File: src/rtl/nmr_bstrm_pulse_engine_pkg.sv
// Shared state encodings and default widths for the NMR bitstream pulse engine.
package nmr_bstrm_pulse_engine_pkg;

    localparam int DEF_SRAM_DAT_WIDTH = 32;
    localparam int DEF_SRAM_RD_LAT    = 2;
    localparam int DEF_DATA_WIDTH     = 24;
    localparam int DEF_MUX_WIDTH      = 16;

    typedef enum logic [1:0] {
        RD_IDLE    = 2'd0,
        RD_STROBE  = 2'd1,
        RD_WAIT    = 2'd2,
        RD_CAPTURE = 2'd3
    } rd_state_e;

    typedef enum logic {
        DP_IDLE = 1'b0,
        DP_BUSY = 1'b1
    } dp_state_e;

endpackage

File: src/rtl/nmr_bstrm_sram_reader.sv
// One-shot SRAM read sequencer: strobes chip-select once, waits out the read
// latency and captures the returned word. Supports read latencies of 1 to 257.
module nmr_bstrm_sram_reader
    import nmr_bstrm_pulse_engine_pkg::*;
#(
    parameter int DAT_WIDTH = DEF_SRAM_DAT_WIDTH,
    parameter int RD_LAT    = DEF_SRAM_RD_LAT
) (
    input  logic                 i_clk,
    input  logic                 i_rst,
    input  logic                 i_start,
    input  logic [DAT_WIDTH-1:0] i_rd_dat,
    output logic                 o_sys_rdy,
    output logic                 o_data_rdy,
    output logic                 o_cs,
    output logic [DAT_WIDTH-1:0] o_data
);

    // WAIT covers RD_LAT-1 cycles, so the counter starts at RD_LAT-2
    localparam logic [7:0] WAIT_LOAD = (RD_LAT > 2) ? 8'(RD_LAT - 2) : 8'd0;

    rd_state_e            r_state;
    logic [7:0]           r_wait_cnt;
    logic                 r_cs;
    logic                 r_data_rdy;
    logic                 r_sys_rdy;
    logic [DAT_WIDTH-1:0] r_data;

    // Read sequencer state machine with registered strobe, ready and data outputs
    always_ff @(posedge i_clk) begin
        if (i_rst) begin
            r_state    <= RD_IDLE;
            r_wait_cnt <= 8'd0;
            r_cs       <= 1'b0;
            r_data_rdy <= 1'b0;
            r_sys_rdy  <= 1'b1;
            r_data     <= '0;
        end else begin
            r_cs       <= 1'b0;
            r_data_rdy <= 1'b0;
            case (r_state)
                RD_IDLE: begin
                    if (i_start) begin
                        r_state   <= RD_STROBE;
                        r_cs      <= 1'b1;
                        r_sys_rdy <= 1'b0;
                    end else begin
                        r_sys_rdy <= 1'b1;
                    end
                end
                RD_STROBE: begin
                    if (RD_LAT > 1) begin
                        r_state    <= RD_WAIT;
                        r_wait_cnt <= WAIT_LOAD;
                    end else begin
                        r_state <= RD_CAPTURE;
                    end
                end
                RD_WAIT: begin
                    if (r_wait_cnt == 8'd0) begin
                        r_state <= RD_CAPTURE;
                    end else begin
                        r_wait_cnt <= r_wait_cnt - 8'd1;
                    end
                end
                RD_CAPTURE: begin
                    r_data     <= i_rd_dat;
                    r_data_rdy <= 1'b1;
                    r_sys_rdy  <= 1'b1;
                    r_state    <= RD_IDLE;
                end
                default: begin
                    r_state   <= RD_IDLE;
                    r_sys_rdy <= 1'b1;
                end
            endcase
        end
    end

    assign o_sys_rdy  = r_sys_rdy;
    assign o_data_rdy = r_data_rdy;
    assign o_cs       = r_cs;
    assign o_data     = r_data;

endmodule

File: src/rtl/nmr_bstrm_pulse_engine.sv
// NMR bitstream pulse engine: timed output segments from a selectable source,
// alongside an independent SRAM read unit.
module nmr_bstrm_pulse_engine
    import nmr_bstrm_pulse_engine_pkg::*;
#(
    parameter int SRAM_DAT_WIDTH = DEF_SRAM_DAT_WIDTH,
    parameter int SRAM_RD_LAT    = DEF_SRAM_RD_LAT,
    parameter int DATA_WIDTH     = DEF_DATA_WIDTH,
    parameter int MUX_WIDTH      = DEF_MUX_WIDTH
) (
    input  logic                      CLK,
    input  logic                      RST,
    input  logic                      SRAM_START,
    output logic                      SRAM_SYS_RDY,
    output logic                      SRAM_DATA_RDY,
    output logic                      SRAM_CS,
    input  logic [SRAM_DAT_WIDTH-1:0] SRAM_RD_DAT,
    output logic [SRAM_DAT_WIDTH-1:0] SRAM_DATA,
    input  logic                      DPATH_START,
    output logic                      DPATH_RDY,
    output logic                      DPATH_DONE,
    input  logic [DATA_WIDTH-1:0]     DATA,
    input  logic                      PLS_POL,
    input  logic [3:0]                MUX_SEL,
    input  logic [MUX_WIDTH-2:0]      MUX_IN,
    output logic                      OUT
);

    localparam logic [DATA_WIDTH-1:0] CNT_ONE = DATA_WIDTH'(1);

    dp_state_e             r_dp_state;
    logic [DATA_WIDTH-1:0] r_cnt;
    logic [3:0]            r_sel;
    logic                  r_pol;
    logic                  r_out;
    logic                  r_rdy;
    logic                  r_done;

    // Source 0 is the latched polarity; out-of-range selects force a low output
    function automatic logic mux_pick(input logic [3:0] sel, input logic pol,
                                      input logic [MUX_WIDTH-2:0] mux_in);
        logic v;
        v = 1'b0;
        if (sel == 4'd0) begin
            v = pol;
        end else begin
            for (int i = 1; i < MUX_WIDTH; i++) begin
                v = (int'(sel) == i) ? mux_in[i-1] : v;
            end
        end
        return v;
    endfunction

    nmr_bstrm_sram_reader #(
        .DAT_WIDTH (SRAM_DAT_WIDTH),
        .RD_LAT    (SRAM_RD_LAT)
    ) u_sram_reader (
        .i_clk      (CLK),
        .i_rst      (RST),
        .i_start    (SRAM_START),
        .i_rd_dat   (SRAM_RD_DAT),
        .o_sys_rdy  (SRAM_SYS_RDY),
        .o_data_rdy (SRAM_DATA_RDY),
        .o_cs       (SRAM_CS),
        .o_data     (SRAM_DATA)
    );

    // Segment datapath: accept a request only from IDLE, count it down, pulse done
    always_ff @(posedge CLK) begin
        if (RST) begin
            r_dp_state <= DP_IDLE;
            r_cnt      <= '0;
            r_sel      <= 4'd0;
            r_pol      <= 1'b0;
            r_out      <= 1'b0;
            r_rdy      <= 1'b1;
            r_done     <= 1'b0;
        end else begin
            r_done <= 1'b0;
            case (r_dp_state)
                DP_IDLE: begin
                    if (DPATH_START) begin
                        r_sel      <= MUX_SEL;
                        r_pol      <= PLS_POL;
                        r_cnt      <= (DATA == '0) ? CNT_ONE : DATA;
                        r_out      <= mux_pick(MUX_SEL, PLS_POL, MUX_IN);
                        r_rdy      <= 1'b0;
                        r_dp_state <= DP_BUSY;
                    end else begin
                        r_rdy <= 1'b1;
                    end
                end
                DP_BUSY: begin
                    // External sources are resampled every busy cycle, source 0 is static
                    if (r_sel != 4'd0) begin
                        r_out <= mux_pick(r_sel, r_pol, MUX_IN);
                    end else begin
                        r_out <= r_out;
                    end
                    if (r_cnt == CNT_ONE) begin
                        r_cnt      <= '0;
                        r_rdy      <= 1'b1;
                        r_done     <= 1'b1;
                        r_dp_state <= DP_IDLE;
                    end else begin
                        r_cnt <= r_cnt - CNT_ONE;
                    end
                end
                default: begin
                    r_dp_state <= DP_IDLE;
                    r_rdy      <= 1'b1;
                end
            endcase
        end
    end

    assign DPATH_RDY  = r_rdy;
    assign DPATH_DONE = r_done;
    assign OUT        = r_out;

endmodule

File: config.mk
export PLATFORM = sky130hd
export DESIGN_NAME = nmr_bstrm_pulse_engine
export DESIGN_NICKNAME = d
export VERILOG_FILES = /design/src/rtl/nmr_bstrm_pulse_engine_pkg.sv /design/src/rtl/nmr_bstrm_sram_reader.sv /design/src/rtl/nmr_bstrm_pulse_engine.sv
export SDC_FILE = /design/constraint.sdc
export NUM_CORES = 1
export LEC_CHECK = 0
export ABC_CLOCK_PERIOD_IN_PS = 3000
export CAP_MARGIN = 30
export CORE_ASPECT_RATIO = 1.25
export CORE_UTILIZATION = 40
export CTS_CLUSTER_SIZE = 25
export DETAILED_ROUTE_END_ITERATION = 7
export GPL_ROUTABILITY_DRIVEN = 0
export PLACE_DENSITY_LB_ADDON = 0.08
export SKIP_LAST_GASP = 1
export SLEW_MARGIN = 10
export SYNTH_ARGS = -nofsm -noshare
export SYNTH_HDL_FRONTEND = slang
export SYNTH_SLANG_ARGS = --single-unit
File: constraint.sdc
create_clock -name CLK -period 3 [get_ports CLK]
set_input_delay 0.9 -clock CLK [delete_from_list [all_inputs] [get_ports CLK]]
set_output_delay 0.9 -clock CLK [all_outputs]
set_load 0.01 [all_outputs]
==> qor.txt <==
RUN STATUS
------------------------------------------------------------------------------------
Result of the run .....................................................    completed

GLOBAL ROUTE
------------------------------------------------------------------------------------
Antenna violations before repair ......................................            0
Number of global-route vias before repair .............................        3,916
First-pass GRT wire length ............................................    18,300 um
Maximum number of pins on one net before global-route repair ..........           44
Total congestion overflow after global routing ........................            0
All-Layer GR Usage ....................................................        0.220

FLOORPLAN
------------------------------------------------------------------------------------
Count of boundary I/O pins ............................................          118
Height of the chip ....................................................       114 um
Starting density of the core ..........................................        0.414
Overall die width .....................................................      91.7 um
Count of standard-cell rows ...........................................           40
Core box area .........................................................   9710 sq um
Area enclosed by the die boundary ..................................... 10,500 sq um

CTS
------------------------------------------------------------------------------------
Count of instances resized after the clock tree is built ..............            0
Quantity of hold-fixing buffers added after cts .......................            0
Maximum number of buffers from clock root to sink .....................            2
Sink Count ............................................................           77
Clock buffers created by TritonCTS ....................................            9
Postcts setup bufs ....................................................            0
Worst-Skew Late Latency ...............................................      0.34 ns
Root buffer selected by CTS ........................................... sky130_fd_sc_hd__clkbuf_16
TritonCTS clock tree ..................................................          yes
H-tree Lvls ...........................................................            3
Clock transition at the registers of the reported paths ...............      0.07 ns

FINAL LAYOUT
------------------------------------------------------------------------------------
Post-synthesis to final-layout area growth ............................        40.6%
Flip-flop and latch area ..............................................   1540 sq um
Share of post-route cells with drive strength above 1 .................       0.0901
Count of inserted antenna diode cells .................................            0
Filler cells ..........................................................          894
Number of nets at the end of the flow .................................          661
Multi-input gate area .................................................   2330 sq um

PWR
------------------------------------------------------------------------------------
Power density over the cells ..........................................  580 nW/um^2
Worst IR Drop VDD .....................................................   0.000349 V
Total leakage power ...................................................      2.01 nW

STA
------------------------------------------------------------------------------------
Final setup violation count ...........................................            0
Measured slew at the worst slew-check pin .............................     0.827 ns
Setup repair after global routing missed its margin ...................           no
Highest achievable clock rate .........................................      388 MHz
Final number of max-transition violations .............................            0
Final setup TNS .......................................................         0 ns
Least setup slack across all paths after layout .......................     0.426 ns
Crit path time final ..................................................      2.57 ns
Final Hold Vio Count ..................................................            0
Share of the clock period used by the worst path after layout .........        0.858
Worst-case headroom to the max-slew limit .............................        0.444
Skew final ............................................................   0.00907 ns

WORST SETUP PATH
------------------------------------------------------------------------------------
CP Data Required Time .................................................      3.21 ns
Endpoint type of the worst setup path .................................    flip-flop
Startpoint of the worst setup timing path .............................   MUX_SEL[0]
Reg-to-Reg End ........................................................    r_cnt[15]
Maximum fanout along the worst path ...................................            5
Number of cells traversed by the worst register-to-register path ......            5
Arrival time at the worst endpoint ....................................      2.79 ns
Crit path capture .....................................................          OUT
Startpoint of the worst register-to-register path .....................     r_cnt[5]
Internal reg-to-reg setup slack .......................................      0.76 ns
Startpoint type of the worst setup path ...............................    input pin
Kind of critical path .................................................    in -> reg

SYNTH
------------------------------------------------------------------------------------
Syn. warnings .........................................................            0
Mapped Nets ...........................................................          549
Top area cells in the synthesized netlist ............................. sky130_fd_sc_hd__dfxtp_1 38%, sky130_fd_sc_hd__mux2i_1 9.7%, sky130_fd_sc_hd__nor2_1 6.8%
Synth top area share ..................................................        0.383
Top flip-flop cell by instance count after synthesis .................. sky130_fd_sc_hd__dfxtp_1
Number of synthesized flops with an enable pin ........................            0
Count of state elements after synthesis ...............................           77
Top cell type by total area after synthesis ........................... sky130_fd_sc_hd__dfxtp_1
Unique cell type count in the Yosys netlist ...........................           57
Post-synthesis instance area ..........................................   4020 sq um
Synthesized area per cell .............................................   8.74 sq um
Synthesized instance count ............................................          460
Leading post-synthesis cells by instance count ........................ 77 x sky130_fd_sc_hd__dfxtp_1, 73 x sky130_fd_sc_hd__nor2_1, 39 x sky130_fd_sc_hd__mux2i_1
Sequential share of the synthesized area ..............................        0.383
Share of flip-flops with an asynchronous set or reset after synthesis .            0
Dominant cell by count in the synthesized netlist ..................... sky130_fd_sc_hd__dfxtp_1

ROUTE
------------------------------------------------------------------------------------
Number of vias after detailed routing .................................        3,892
Number of detailed-route iterations in the first pass .................            5
Detailed-route wire length ............................................    11,100 um
DRC violation count after routing .....................................            0
Per-cell via count in the routed design ...............................         5.54
DRC marker count from the first detailed-route iteration ..............          153
Routed WL per cell ....................................................      15.8 um
Count of nets left with antenna violations after detail routing .......            0

JOB
------------------------------------------------------------------------------------
Max Cap Violations ....................................................            0

PLACED DESIGN
------------------------------------------------------------------------------------
HPWL after DPL ........................................................      8010 um
Worst slack at placement ..............................................    0.0631 ns
Port Buffer Count .....................................................          117

WORST HOLD PATH
------------------------------------------------------------------------------------
Class of the worst hold path ..........................................   reg -> reg

[how the worst min path moves through the flow]
stage,startpoint,endpoint,cells past startpoint
after floorplan,u_sram_reader.r_wait_cnt[5],u_sram_reader.r_wait_cnt[5],1
after global placement,DPATH_RDY,DPATH_RDY,1
after detailed placement,DPATH_RDY,DPATH_RDY,1
after CTS,DPATH_RDY,DPATH_RDY,1
after global routing,DPATH_RDY,DPATH_RDY,1
final,DPATH_RDY,DPATH_RDY,1
[cells in the final DEF (no fill, tap or decap), drive strengths merged, types with 2 or more instances in the layout]
cell / instances
a21oi: 28
nor4: 16
clkbuf: 10
or3: 3
o31ai: 6
mux2i: 39
clkdlybuf4s50: 116
nor3b: 3
mux4: 7
a311oi: 2
nor2b: 5
o22ai: 6
nand2: 31
o31a: 5
nand3: 11
ha: 9
clkinv: 2
or4: 6
a211oi: 11
o21ai: 10
and4: 2
buf: 11
nand2b: 8
bufinv: 2
a2bb2oi: 2
xnor2: 3
nor2: 73
inv: 13
xor2: 2
nor3: 16
dfxtp: 77
o21a: 9
nor4b: 3
a31oi: 7
and3: 3
nand4: 4
[critical path: stages]
cell and delay [ns]:
sky130_fd_sc_hd__clkdlybuf4s50_1 0.64, sky130_fd_sc_hd__mux4_2 0.54, sky130_fd_sc_hd__mux4_2 0.48, sky130_fd_sc_hd__o211ai_1 0.10
sky130_fd_sc_hd__o221ai_1 0.13
[state kept, by name, indices dropped and copies added (netlist names)]
| register | count |
|---|---|
| u_sram_reader.o_sys_rdy | 1 |
| DPATH_RDY | 1 |
| OUT | 1 |
| u_sram_reader.o_data | 32 |
| r_sel | 4 |
| u_sram_reader.o_data_rdy | 1 |
| r_cnt | 24 |
| u_sram_reader.o_cs | 1 |
| r_dp_state | 1 |
| u_sram_reader.r_state | 2 |
| DPATH_DONE | 1 |
| u_sram_reader.r_wait_cnt | 8 |
[cell families after synthesis]
family / count (synthesis) / synth area share
AND/OR/NAND/NOR: 188 / 0.238
AO/OA/AOI/OAI: 97 / 0.167
XOR/XNOR: 5 / 0.0109
adder cells (fa/ha/maj): 9 / 0.0280
flip-flops: 77 / 0.383
buffers and inverters: 38 / 0.0367
multiplexers: 46 / 0.136
[routing by layer]
layer,track usage,up-vias,part of all wire
met5,0,-,0
met4,0.0984,0,0.023
met1,0.252,1809,0.41
met2,0.379,143,0.49
met3,0.0637,24,0.080
li1,-,1916,-
[report_power, final]
group	leakage, nW	internal [W]	switching, W	total, W
clock network	0.160	0.000759	0.000450	0.00121
logic	1.22	0.000436	0.000420	0.000856
registers	0.628	0.00112	0.0000909	0.00121
[final cells by class]
cell class                 count  share of cell area
multi-input combinational    345               0.413
sequential                    77               0.273
timing repair buffer         127               0.220
clock buffer                  10              0.0423
tap                          126              0.0279
clock inverter                 6              0.0166
inverter                      12             0.00797
[per-stage QoR]
step | power, W | hold WS (ns) | cells | util | instance area (sq um)
after floorplan | 0.00174 | 0.465 | 460 | - | 4020
after global placement | 0.00207 | 0.471 | 686 | 0.547 | 5310
after detailed placement | 0.00209 | 0.478 | 687 | 0.548 | 5320
after CTS | 0.00332 | 0.492 | 703 | 0.582 | 5650
after global routing | 0.00346 | 0.505 | 703 | 0.582 | 5650
final | 0.00328 | 0.487 | 703 | 0.582 | 5650
No activity file was read; power rests on OpenSTA's default activity.
